<file path="config.mk">
export PLATFORM = sky130hd
export DESIGN_NAME = adder_arbiter
export DESIGN_NICKNAME = d
export VERILOG_FILES = /design/src/rtl/adder_arbiter.sv
export SDC_FILE = /design/constraint.sdc
export NUM_CORES = 1
export LEC_CHECK = 0
export CORE_MARGIN = 2
export CORE_UTILIZATION = 25
export CTS_BUF_LIST = sky130_fd_sc_hd__clkbuf_16
export DETAILED_ROUTE_END_ITERATION = 10
export GPL_TIMING_DRIVEN = 0
export MAX_ROUTING_LAYER = met4
export PLACE_DENSITY = 0.6
export SETUP_SLACK_MARGIN = 0.15
export SKIP_CTS_REPAIR_TIMING = 1
export SYNTH_ARGS = -nofsm -noshare
export SYNTH_HDL_FRONTEND = slang
export SYNTH_SLANG_ARGS = --single-unit
</file>
<file path="constraint.sdc">
create_clock -name clk -period 11.64 [get_ports clk]
set_input_delay 3.492 -clock clk [delete_from_list [all_inputs] [get_ports clk]]
set_output_delay 3.492 -clock clk [all_outputs]
set_load 0.05 [all_outputs]
</file>
<file path="src/rtl/adder_arbiter.sv">
// rtl/adder_arbiter.sv - two-requester arbiter sharing one 16-bit ripple-carry adder
// Optional round-robin arbitration via ADDER_ARB_ROUND_ROBIN_EN (default: req0 fixed priority).

module adder_16bit (
    input  logic [15:0] i_a,
    input  logic [15:0] i_b,
    input  logic        i_cin,
    output logic [15:0] o_sum,
    output logic        o_cout
);
    logic [16:0] w_carry;

    assign w_carry[0] = i_cin;

    genvar i;
    for (i = 0; i < 16; i++) begin : g_fa
        assign o_sum[i]       = i_a[i] ^ i_b[i] ^ w_carry[i];
        assign w_carry[i + 1] = (i_a[i] & i_b[i]) | (w_carry[i] & (i_a[i] ^ i_b[i]));
    end

    assign o_cout = w_carry[16];
endmodule

module adder_arbiter (
    input  logic        clk,
    input  logic        n_rst,
    input  logic        req0,
    input  logic [15:0] a0,
    input  logic [15:0] b0,
    input  logic        cin0,
    input  logic        req1,
    input  logic [15:0] a1,
    input  logic [15:0] b1,
    input  logic        cin1,
    output logic        ack0,
    output logic        ack1,
    output logic [15:0] sum_out,
    output logic        overflow_out,
    output logic        result_id,
    output logic        busy
);
    typedef enum logic [1:0] {
        S_IDLE = 2'd0,
        S_ADD  = 2'd1,
        S_DONE = 2'd2
    } state_t;

    state_t      r_state;
    state_t      w_next_state;

    logic [15:0] r_op_a;
    logic [15:0] r_op_b;
    logic        r_op_cin;
    logic        r_owner;
    logic        r_last_owner;
    logic        r_ack0;
    logic        r_ack1;
    logic [15:0] r_sum;
    logic        r_ovf;
    logic        r_result_id;

    logic        w_grant;
    logic [15:0] w_sum;
    logic        w_cout;

`ifdef ADDER_ARB_ROUND_ROBIN_EN
    // Under contention the requester that was not served last goes next.
    assign w_grant = (req0 & req1) ? ~r_last_owner : req1;
`else
    assign w_grant = ~req0;
`endif

    adder_16bit u_adder (
        .i_a    (r_op_a),
        .i_b    (r_op_b),
        .i_cin  (r_op_cin),
        .o_sum  (w_sum),
        .o_cout (w_cout)
    );

    always_ff @(posedge clk or negedge n_rst) begin
        if (!n_rst) begin
            r_state <= S_IDLE;
        end else begin
            r_state <= w_next_state;
        end
    end

    always_comb begin
        w_next_state = r_state;
        case (r_state)
            S_IDLE:  if (req0 | req1) w_next_state = S_ADD;
            S_ADD:   w_next_state = S_DONE;
            S_DONE:  w_next_state = S_IDLE;
            default: w_next_state = S_IDLE;
        endcase
    end

    always_ff @(posedge clk or negedge n_rst) begin
        if (!n_rst) begin
            r_op_a       <= 16'h0000;
            r_op_b       <= 16'h0000;
            r_op_cin     <= 1'b0;
            r_owner      <= 1'b0;
            r_last_owner <= 1'b1;
            r_ack0       <= 1'b0;
            r_ack1       <= 1'b0;
            r_sum        <= 16'h0000;
            r_ovf        <= 1'b0;
            r_result_id  <= 1'b0;
        end else begin
            case (r_state)
                S_IDLE: begin
                    if (req0 | req1) begin
                        r_op_a   <= w_grant ? a1 : a0;
                        r_op_b   <= w_grant ? b1 : b0;
                        r_op_cin <= w_grant ? cin1 : cin0;
                        r_owner  <= w_grant;
                    end
                end
                S_ADD: begin
                    r_sum        <= w_sum;
                    r_ovf        <= w_cout;
                    r_result_id  <= r_owner;
                    r_ack0       <= ~r_owner;
                    r_ack1       <= r_owner;
                    r_last_owner <= r_owner;
                end
                default: begin
                    r_ack0 <= 1'b0;
                    r_ack1 <= 1'b0;
                end
            endcase
        end
    end

    assign ack0         = r_ack0;
    assign ack1         = r_ack1;
    assign sum_out      = r_sum;
    assign overflow_out = r_ovf;
    assign result_id    = r_result_id;
    assign busy         = (r_state != S_IDLE);
endmodule
</file>
==> reports/results.ini <==
[worst_setup_path]
critical-path-top-delay-family=adder cells
critPathBufInv=3
arrival_ns=7.35
slowest_stage=fa_1
cp_max_fo=2
path_cells=fa_1 -> inv_1 -> fa_1 -> inv_1 -> fa_1 -> fa_1 -> fa_1 -> fa_1 -> fa_1 -> fa_1 -> fa_1 -> fa_1 -> fa_1 -> fa_1 -> fa_1 -> fa_1 -> fa_1 -> inv_1 -> fa_1 -> o21ai_0
path_class=flop to flop
required_ns=11.85
max_stage_delay_ns=0.42
crit_path_end_kind=flop
cpMostUsedCell=fa_1
crit_path_start_kind=flop

[job]
maxCapViolations=0

[logic_synthesis]
avgSynthCellArea_sq_um=15.5
ys_seq_area_share_pct=47.5
syn-cell-area_sq_um=2950
synth-seq-cells=56
ys_types=18
ys.warnings.count=0
syn_nets=276
synth_cells=190

[hold_path]
min-delay-path-class=flop to flop

[drt]
drc=0
drt-vias-per-instance=4.06
wl_per_cell_um=14.4
antenna_left=0
drt_iter0_drc=13
wl_um=6210
firstDrtPassIters=3
num_vias=1751

[final_layout]
nFillCells=1110
drive_gt1_share_pct=31.6
final_net_count=373
synthToLayoutAreaGrowth_pct=42.3
final_cells=431
diodes=0
design_area_sq_um=4200

[power]
p_leak_nw=1.80
vdd_drop_max_v=0.000116
power_w=0.00118
pwr_density_cell_nw_per_um2=282

[clock_tree]
clk_path_buf_depth=2
cts_max_level=2
cts.sinks=56
cts_root_buf=clkbuf_16
clk_pin_slew_ns=0.07
insertion_delay_ns=0.28
cts_tree=yes
numCtsBuffers=5

[timing]
rsz0062_at_grt=false
tightest_slew_ns=0.583
holdWs_ns=0.491
fin_crit_ns=7.14
hold_violations=0
final-setup-viol-count=0
report.final.slew_viol_count=0
max_slew_margin_pct=61.1
clock.fmax_mhz=140
fin_skew_ns=0.00457
fin_crit_sh_pct=61.3
setup_tns_ns=0

[placed_design]
io_buffer_count=89
place_hpwl_um=4850
gp_congestion=0.648
placedCellCount=423
place_area_sq_um=4040

[global_route]
track_usage_pct=10.5
grt_pass1_wl_um=10100
first_global_vias=1945
antenna_found_initial=0
grt_max_degree=33
overflow=0

[floorplanning]
ios=91
initial_core_util_pct=25.7
die_w_um=113
coreArea_sq_um=11500
die_h_um=113
die_area_sq_um=12700
rows=39

[status]
outcome=complete, no violations

## stage by stage
step / setup slack (ns) / util, %
3_5_place_dp: 4.53 / 35.2
6_report: 4.50 / 36.6
5_1_grt: 4.26 / 36.6
2_1_floorplan: 5.03 / -
4_1_cts: 4.48 / 36.6
3_3_place_gp: 4.51 / 35.1
## registers in the layout, indices dropped and copies added (netlist names), 2 cells and up
signal,cells
r_op_a,16
r_op_b,16
sum_out,16
r_state,2
## Yosys cell counts, drive strengths merged
library cell   n  area, sq um
mux2          72          905
dfrtp         56         1400
fa            16          320
buf           11          115
inv           10         37.5
mux2i         10          100
nand2          4         15.0
o21ai          4         20.0
nor2           3         13.8
a21oi          2         10.0
nand2b         1         6.26
o21a           1         7.51
## power by group
part           total (W)  switching [W]  leakage (nW)  internal [W]
registers       0.000371      0.0000720         0.661      0.000299
logic           0.000649       0.000319          1.05      0.000330
clock network   0.000165      0.0000643        0.0850      0.000100
total            0.00118       0.000456          1.80      0.000729
## layout make-up
cell class	count	area, sq um	area share, %
plain buffers	11	115	2.74
inverters	10	37.5	0.894
flip-flops and latches	56	1400	33.4
well taps	143	179	4.26
repair buffers	90	906	21.6
multi-input cells	113	1400	33.3
clock inverters	3	38.8	0.923
clock buffers	5	125	2.98
## per-layer routing
metal	up-vias	part of all wire (%)	GRT usage [%]
met3	2	6.4	3.02
met4	0	0.43	1.95
met2	55	48	16.4
li1	840	-	-
met5	-	0	-
met1	854	45	13.7
## cells by family after synthesis
kind of cell               synth area share, %
buffers and inverters                     5.17
and+or+nand+nor                           1.19
adders and majority gates                 10.9
AOI/OAI and AO/OA                         1.27
muxes                                     34.0
DFF                                       47.5
## layout by cell type (no fill, tap or decap), types with 5 or more instances in the layout
cell type	count
mux2_2	45
clkdlybuf4s50_1	88
buf_2	6
fa_1	16
mux2_4	25
clkbuf_16	5
mux2i_1	10
inv_1	11
dfrtp_1	56
## worst paths after layout
path,from,endpoint,slack [ns],depth (start not counted)
worst min register to register,sum_out[14],sum_out[14],0.49,1
worst min-delay path,sum_out[14],sum_out[14],0.49,1
worst max-delay path,r_op_a[0],sum_out[15],4.50,20
worst max register to register,r_op_a[0],sum_out[15],4.50,20
min in group asynchronous,n_rst,sum_out[15],3.20,1
max in group asynchronous,n_rst,r_op_b[7],7.86,2
Note: power is estimated with default switching activity, not from simulation.
==> patch, RTL diff (same flow settings) <==
The option `ADDER_ARB_ROUND_ROBIN_EN` is turned on by a define.
--- a/src/rtl/adder_arbiter.sv
+++ b/src/rtl/adder_arbiter.sv
@@ -1,5 +1,7 @@
 // rtl/adder_arbiter.sv - two-requester arbiter sharing one 16-bit ripple-carry adder
 // Optional round-robin arbitration via ADDER_ARB_ROUND_ROBIN_EN (default: req0 fixed priority).
+
+`define ADDER_ARB_ROUND_ROBIN_EN
 
 module adder_16bit (
     input  logic [15:0] i_a,
Function: changed (a bounded check fails within 10 cycles, from zero or initial values and one cycle with n_rst low).
==> patch against the unedited design <==
  * Sequential cell count grew 1
  * Power grew 8.8%
  * Global-route usage grew 1.3 points
  * Worst setup slack gained 56 ps
  * Via count grew 9.1%
  * Synthesized area grew 3.7%
  * Critical path depth is the same
  * Routed wire length grew 10%
  * Clock power grew 49%
  * Count of clock-buffer cells in the layout grew 4
  * First-iteration DRC count grew to 4.8 times the old value
  * Design area grew 5.7%
  * Fmax grew 0.80%
  * Critical path type unchanged
  * Critical endpoint unchanged
  * Largest power group unchanged
==> patch: results <==
{
  "grt_usage": 0.1175,
  "synth_area_per_cell_um2": 13.79,
  "grt_pass1_vias": 2084,
  "hold_path_end": "r_last_owner",
  "fin_worst_skew_ps": 6.408,
  "drt-total-wl_mm": 6.855,
  "htree_levels": 3,
  "synth-compound-area-share": 0.01267,
  "worst_slack_ps": 4556,
  "seq_area_frac_synth": 0.4663,
  "drive_above_1_share": 0.2462,
  "timing.hold.ws_ps": 461.3,
  "grt_pass1_wl_mm": 11.12,
  "gp_congestion": 0.7281,
  "p_leak_nw": 2.069,
  "vdd_ir_drop_max_v": 0.00009953,
  "synth.area.mux_share": 0.3073,
  "drt-initial-drc-count": 62,
  "cts.clk_slew.worst_paths_ps": 50,
  "status": "completed",
  "dp.cells": 460,
  "ff2ff_setup_slack_ps": 4560,
  "cp.arrival_ps": 7320,
  "place_ws_ps": 4542,
  "hold_start": "r_last_owner",
  "final_cells": 476,
  "synth_top_cells_by_area": "dfrtp_1, mux2_4, fa_1",
  "synth_nets": 308,
  "grt_max_degree": 31,
  "dr.pass1.iters": 4,
  "dp_hpwl_mm": 5.242,
  "wl_met2_mm": 3.347,
  "gr-usage-met3": 0.02118,
  "clk_latency_ps": 320,
  "dr_total_vias": 1910,
  "wl_met1_mm": 3.123,
  "portBuffers": 90,
  "nets": 410,
  "globalRouteMet2Util": 0.1858,
  "wl_met3_um": 269,
  "met1_usage": 0.1466,
  "place_area_mm2": 0.004161,
  "ys_top_cells_by_count": "dfrtp_1, mux2_4, nand2_1",
  "fill_cells": 1178
}
==> patch: cell types whose count changed in the layout (fill, tap and decap cells not counted), sizes merged, moves of 2 or more <==
cell    before  now
inv         11   13
clkinv       1    3
mux2        72   58
buf         13   11
clkbuf       5   11
a21oi        2    0
nand2        4   50
==> patch: cells by family after synthesis <==
group | after synthesis
buffers and inverters | 21
flip-flops | 57
AO/OA/AOI/OAI | 6
multiplexers | 68
adder cells (fa/ha/maj) | 16
AND/OR/NAND/NOR | 54
==> patch: cell type report <==
cell class / instances / area (um2) / share of cell area
Clock inverter: 7 / 55.05 / 0.01239
Tap cell: 147 / 183.9 / 0.04141
Timing Repair Buffer: 91 / 915.9 / 0.2062
Multi-Input combinational cell: 144 / 1505 / 0.3389
Clock buffer: 9 / 225.2 / 0.05070
Buffer: 11 / 91.34 / 0.02056
Inverter: 10 / 37.54 / 0.008451
Sequential cell: 57 / 1428 / 0.3214
==> patch: worst max-delay path, stage by stage, from the launching register on <==
cell and delay (ps):
dfrtp_1 400, fa_1 430, inv_1 70, fa_1 160, inv_1 60, fa_1 370
fa_1 410, fa_1 400, fa_1 390, fa_1 390, fa_1 400, fa_1 410
fa_1 400, fa_1 400, fa_1 410, fa_1 420, fa_1 430, fa_1 400
inv_1 90, fa_1 400, o21ai_0 160
==> patch: how the worst max path moves through the flow <==
stage               startpoint           to
finish               r_op_a[0]  sum_out[15]
global route         r_op_a[0]  sum_out[15]
CTS                  r_op_a[0]  sum_out[15]
detailed placement   r_op_a[0]  sum_out[15]
global placement     r_op_a[0]  sum_out[15]
floorplan            r_op_a[0]  sum_out[15]
==> patch: power breakdown <==
part	switching (W)	internal (W)
sequential	0.0000731	0.000304
clock	0.0000851	0.000161
combinational	0.000353	0.000313
